**src/rtl/xrisc_store_monitor_if.sv**
```systemverilog
// Store-port and log-reader bundle for xrisc_store_monitor.
// The core/reader side is master; the monitor is slave.
interface xrisc_store_monitor_if;
    logic        MemWrite;
    logic [31:0] DataAdr;
    logic [31:0] WriteData;
    logic        log_valid;
    logic        log_ready;
    logic [31:0] log_adr;
    logic [31:0] log_data;

    modport master (
        output MemWrite, DataAdr, WriteData, log_ready,
        input  log_valid, log_adr, log_data
    );

    modport slave (
        input  MemWrite, DataAdr, WriteData, log_ready,
        output log_valid, log_adr, log_data
    );
endinterface

```
**src/rtl/xrisc_store_monitor.sv**
```systemverilog
// Passive store-port monitor: pass/fail verdict, timeout,
// and a log FIFO of every store evaluated while running.
module xrisc_store_monitor #(
    parameter int          DEPTH       = 8,
    parameter logic [31:0] PASS_ADR    = 32'd100,
    parameter logic [31:0] PASS_DATA   = 32'd25,
    parameter logic [31:0] SCRATCH_ADR = 32'd96,
    parameter int          TIMEOUT     = 1000
) (
    input  logic                 clk,
    input  logic                 reset,
    xrisc_store_monitor_if.slave bus,
    output logic                 done,
    output logic                 pass,
    output logic                 fail,
    output logic                 timed_out,
    output logic                 overflow,
    output logic [15:0]          store_count
);
    localparam int AW = $clog2(DEPTH);
    localparam int CW = AW + 1;

    typedef enum logic [1:0] {
        S_RUN,
        S_PASS,
        S_FAIL
    } state_t;

    state_t        state_q, state_d;
    logic [31:0]   tmo_q, tmo_d;
    logic          to_q, to_d;
    logic          ovf_q, ovf_d;
    logic [15:0]   scnt_q, scnt_d;
    logic [AW-1:0] wp_q, wp_d;
    logic [AW-1:0] rp_q, rp_d;
    logic [CW-1:0] cnt_q, cnt_d;
    logic [63:0]   mem_q [DEPTH];

    logic store, pop, full, push, expire;

    always_comb begin
        store  = (state_q == S_RUN) && bus.MemWrite;
        pop    = (cnt_q != '0) && bus.log_ready;
        full   = (cnt_q == CW'(DEPTH));
        push   = store && (!full || pop);
        expire = (state_q == S_RUN) && (TIMEOUT != 0)
               && (tmo_q >= 32'(TIMEOUT));

        state_d = state_q;
        tmo_d   = tmo_q;
        to_d    = to_q;
        ovf_d   = ovf_q;
        scnt_d  = scnt_q;
        wp_d    = wp_q;
        rp_d    = rp_q;
        cnt_d   = cnt_q + CW'(push) - CW'(pop);

        if (state_q == S_RUN)
            tmo_d = tmo_q + 32'd1;

        // A store in the expiry cycle is judged instead of timing out
        if (store) begin
            if (bus.DataAdr == PASS_ADR && bus.WriteData == PASS_DATA)
                state_d = S_PASS;
            else if (bus.DataAdr != SCRATCH_ADR)
                state_d = S_FAIL;
            if (scnt_q != 16'hFFFF)
                scnt_d = scnt_q + 16'd1;
            if (!push)
                ovf_d = 1'b1;
        end else if (expire) begin
            state_d = S_FAIL;
            to_d    = 1'b1;
        end

        if (push)
            wp_d = wp_q + 1'b1;
        if (pop)
            rp_d = rp_q + 1'b1;
    end

    always_ff @(posedge clk) begin
        if (reset) begin
            state_q <= S_RUN;
            tmo_q   <= '0;
            to_q    <= 1'b0;
            ovf_q   <= 1'b0;
            scnt_q  <= '0;
            wp_q    <= '0;
            rp_q    <= '0;
            cnt_q   <= '0;
        end else begin
            state_q <= state_d;
            tmo_q   <= tmo_d;
            to_q    <= to_d;
            ovf_q   <= ovf_d;
            scnt_q  <= scnt_d;
            wp_q    <= wp_d;
            rp_q    <= rp_d;
            cnt_q   <= cnt_d;
        end
    end

    // Log storage needs no reset; occupancy gates visibility
    always_ff @(posedge clk) begin
        if (!reset && push)
            mem_q[wp_q] <= {bus.DataAdr, bus.WriteData};
    end

    assign bus.log_valid = (cnt_q != '0);
    assign bus.log_adr   = mem_q[rp_q][63:32];
    assign bus.log_data  = mem_q[rp_q][31:0];

    assign pass        = (state_q == S_PASS);
    assign fail        = (state_q == S_FAIL);
    assign done        = pass | fail;
    assign timed_out   = to_q;
    assign overflow    = ovf_q;
    assign store_count = scnt_q;
endmodule
```
**src/flat_wrapper.sv**
```systemverilog
// flat-port wrapper written by rule: the top's interface ports become plain ports
module xrisc_store_monitor_flat 
#(
    parameter int          DEPTH       = 8,
    parameter logic [31:0] PASS_ADR    = 32'd100,
    parameter logic [31:0] PASS_DATA   = 32'd25,
    parameter logic [31:0] SCRATCH_ADR = 32'd96,
    parameter int          TIMEOUT     = 1000
)
  (clk, reset, done, pass, fail, timed_out, overflow, store_count, bus_MemWrite, bus_DataAdr, bus_WriteData, bus_log_ready, bus_log_valid, bus_log_adr, bus_log_data);
  xrisc_store_monitor_if bus_i ();
  input  logic clk;
  input  logic reset;
  output logic done;
  output logic pass;
  output logic fail;
  output logic timed_out;
  output logic overflow;
  output logic [15:0] store_count;
  input wire logic [$bits(bus_i.MemWrite)-1:0] bus_MemWrite;
  input wire logic [$bits(bus_i.DataAdr)-1:0] bus_DataAdr;
  input wire logic [$bits(bus_i.WriteData)-1:0] bus_WriteData;
  input wire logic [$bits(bus_i.log_ready)-1:0] bus_log_ready;
  output wire logic [$bits(bus_i.log_valid)-1:0] bus_log_valid;
  output wire logic [$bits(bus_i.log_adr)-1:0] bus_log_adr;
  output wire logic [$bits(bus_i.log_data)-1:0] bus_log_data;
  assign bus_i.MemWrite = bus_MemWrite;
  assign bus_i.DataAdr = bus_DataAdr;
  assign bus_i.WriteData = bus_WriteData;
  assign bus_i.log_ready = bus_log_ready;
  assign bus_log_valid = bus_i.log_valid;
  assign bus_log_adr = bus_i.log_adr;
  assign bus_log_data = bus_i.log_data;
  xrisc_store_monitor #(.DEPTH(DEPTH), .PASS_ADR(PASS_ADR), .PASS_DATA(PASS_DATA), .SCRATCH_ADR(SCRATCH_ADR), .TIMEOUT(TIMEOUT)) u_core (.clk(clk), .reset(reset), .bus(bus_i), .done(done), .pass(pass), .fail(fail), .timed_out(timed_out), .overflow(overflow), .store_count(store_count));
endmodule
```
**config.mk**
```make
export PLATFORM = sky130hd
export DESIGN_NAME = xrisc_store_monitor_flat
export DESIGN_NICKNAME = d
export VERILOG_FILES = /design/src/rtl/xrisc_store_monitor_if.sv /design/src/rtl/xrisc_store_monitor.sv /design/src/flat_wrapper.sv
export SDC_FILE = /design/constraint.sdc
export NUM_CORES = 1
export LEC_CHECK = 0
export ABC_AREA = 1
export CELL_PAD_IN_SITES_DETAIL_PLACEMENT = 1
export CELL_PAD_IN_SITES_GLOBAL_PLACEMENT = 1
export CORE_MARGIN = 5
export CORE_UTILIZATION = 48
export CTS_CLUSTER_DIAMETER = 200
export DETAILED_ROUTE_END_ITERATION = 10
export GPL_TIMING_DRIVEN = 0
export PLACE_DENSITY_LB_ADDON = 0.1
export SYNTH_ARGS = -nofsm -noshare
export SYNTH_HDL_FRONTEND = slang
export SYNTH_SLANG_ARGS = --single-unit
```
**constraint.sdc**
```tcl
create_clock -name clk -period 9.7 [get_ports clk]
set_input_delay 1.94 -clock clk [delete_from_list [all_inputs] [get_ports clk]]
set_output_delay 1.94 -clock clk [all_outputs]
set_load 0.005 [all_outputs]
```
==> flow_summary_export.csv <==
group,metric,value,unit
timing,finalSetupViolations,0,
critical_path,worst-endpoint-required,7.76,ns
synth,synth_flop_cell,"edfxtp_1",
clocking,root_buffer,"clkbuf_16",
clocking,cts_sinks,577,
die,dieArea,53670,um2
critical_path,path_max_fanout,10,
clocking,cts_setup_buffers,0,
timing,rsz0062_at_grt,"false",
synth,synth_edf_count,512,
placement,place.gp.congestion,0.8488,
finish,drive_gt1_share,7.673,%
clocking,cts_hold_buf,0,
clocking,ctsResizeCount,0,
global_route,grt_pass1_vias,17957,
placement,dp_hpwl,46570,um
die,die_w,231.7,um
synth,yosysWarnings,0,
timing,hold_slack,0.4525,ns
synth,avgSynthCellArea,11.50,um2
route,drc_errors,0,
synth,ys_types,37,
pwr,vdd_drop_max,137.9,uV
route,wl,68900,um
timing,fin_skew,0.02075,ns
timing,relSlewSlack,38.94,%
pwr,p_leak,9.763,nW
clocking,clk_latency,0.62,ns
die,die-height,231.7,um
clocking,cts_buffer_depth,3,
finish,finalCoreUtilization,57.99,%
timing,slew_viol_final,0,
placement,dp_worst_setup_slack,4.414,ns
outcome,outcome,"completed",
global_route,grt_max_degree,27,
timing,fmax,0.1874,GHz
global_route,grt_remaining_overflow,0,
global_route,grt_use_total,25.26,%
route,drtIter0Drc,1198,
critical_path,start_kind,"flop",
critical_path,crit_type,"reg -> out",
timing,final-hold-violation-count,0,
timing,timing.final.ws_setup,4.364,ns
global_route,antenna_found_initial,7,
route,routedWlPerCell,22.86,um
clocking,htreeDepth,2,
job,drv_cap,0,
route,drt-vias-per-instance,5.612,
critical_path,worst_setup_path_end_kind,"primary output",
clocking,numCtsBuffers,59,
route,first_pass_iters,5,
die,fp-row-count,81,
synth,netlist_area,23580,um2
synth,synth_nets,2134,
finish,final_cells,3014,
global_route,grt_pass1_wl,104100,um
synth,yosysSeqAreaShare,70.71,%
synth,ys_seq_elements,577,
timing,period_needed,5.336,ns
pwr,power.density,230.4,nW/um2
synth,synth_async_sr_flop_share,0,%
placement,place_inst,2905,
clocking,tritoncts,"built",
placement,portBuffers,153,
hold_path,hold_class,"reg -> reg",
route,ant_nets,0,
finish,areaGrowthSynthToFinish,19.86,%
timing,finalCritPeriodShare,55.01,%
synth,syn_inst,2051,
timing,tns,0,ns
critical_path,arrival,3.40,ns
timing,max_slew.worst_pin.slew,0.9158,ns
die,start_util,48.38,%
die,io-pin-count,154,
clocking,clk_pin_slew_worst_paths,0.06,ns
finish,nets,2385,
route,vias,16916,
die,coreArea,48750,um2
-- logic make-up after synthesis --
group / synth area share, %
AOI/OAI and AO/OA: 8.929
xor gates and xnor gates: 0.3714
adders and majority gates: 0.8276
buffers and inverters: 3.756
DFF: 70.71
and+or+nand+nor: 15.41
-- metrics by stage --
stage	power [mW]	instance area [um2]
4_1_cts	6.562	28260
5_1_grt	6.807	28270
2_1_floorplan	3.664	23580
3_5_place_dp	4.474	26520
6_report	6.514	28270
3_3_place_gp	4.418	25950
-- layout by cell type (no fill, tap or decap), drive strengths merged, types with 2 or more instances in the layout --
master | netlist | final
nand3 | 34 | 34
a21oi | 36 | 36
diode | 0 | 4
nor3b | 2 | 2
clkinv | 0 | 23
dfxtp | 65 | 65
xor2 | 8 | 8
nor3 | 25 | 25
o21ai | 155 | 155
nand4 | 8 | 8
o21a | 2 | 2
ha | 14 | 14
clkdlybuf4s50 | 0 | 153
nand2 | 338 | 338
and3 | 3 | 3
buf | 50 | 87
o32ai | 128 | 128
inv | 98 | 98
clkbuf | 55 | 135
nor2 | 510 | 510
edfxtp | 512 | 512
xnor2 | 2 | 2
-- sequential cells by signal, summed over array words and instances, names as in the netlist, named ones only --
| name | cells |
|---|---|
| u_core.store_count | 16 |
| u_core.timed_out | 1 |
| u_core.wp_q | 3 |
| u_core.mem_q | 512 |
| u_core.state_q | 2 |
| u_core.tmo_q | 32 |
| u_core.overflow | 1 |
| u_core.rp_q | 3 |
| u_core.cnt_q | 4 |
-- synthesized netlist by cell type (all sizes together), types with 2 or more instances --
master / instances / area (um2)
edfxtp: 512 / 15370
nor2: 510 / 1947
nand2: 338 / 1271
o21ai: 155 / 775.7
o32ai: 128 / 1121
inv: 98 / 367.8
dfxtp: 65 / 1301
clkbuf: 55 / 207.7
buf: 50 / 310.3
a21oi: 36 / 180.2
nand3: 34 / 175.2
nor3: 25 / 136.4
ha: 14 / 175.2
nand4: 8 / 50.05
xor2: 8 / 70.07
and3: 3 / 18.77
nor3b: 2 / 15.01
o21a: 2 / 15.01
xnor2: 2 / 17.52
-- report_power, final --
group / internal [mW] / switching, mW
Combinational: 0.637 / 0.992
Clock: 1.17 / 0.922
Sequential: 2.77 / 0.0269
Total: 4.57 / 1.94
-- area by class of cell --
| cell class | count | area (um2) |
|---|---|---|
| fillers | 5050 | 20480 |
| flip-flops and latches | 577 | 16680 |
| multi-input cells | 1271 | 6072 |
| repair buffers | 190 | 2057 |
| clock buffers | 80 | 1598 |
| well taps | 664 | 830.8 |
| plain buffers | 105 | 518.0 |
| inverters | 98 | 367.9 |
| clock inverters | 25 | 138.9 |
| diodes | 4 | 10.01 |
-- per-layer routing --
layer,GRT usage (%),vias to the layer above,share of wire [%]
met5,0,-,0.068
met4,8.604,6,3.2
met3,4.324,148,5.6
met2,44.08,508,51
met1,32.17,8524,40
li1,-,7730,-
-- worst paths after layout --
check | startpoint | to | slack, ns | cells after the start
worst max register to register | u_core.state_q[1] | u_core.mem_q[3][10] | 6.25 | 11
worst max-delay path | flop | bus_log_adr[10] | 4.36 | 7
worst min-delay path | u_core.timed_out | u_core.timed_out | 0.45 | 2
worst min register to register | u_core.timed_out | u_core.timed_out | 0.45 | 2
-- worst max-delay path, stage by stage, from the launching register on --
cell             delay [ns]
dfxtp_1                0.36
clkbuf_1               0.66
clkbuf_1               0.53
o21ai_0                0.25
o32ai_1                0.21
nand2_1                0.11
nand2_1                0.15
clkdlybuf4s50_1        0.52
Power figures use the tool's default switching activity.
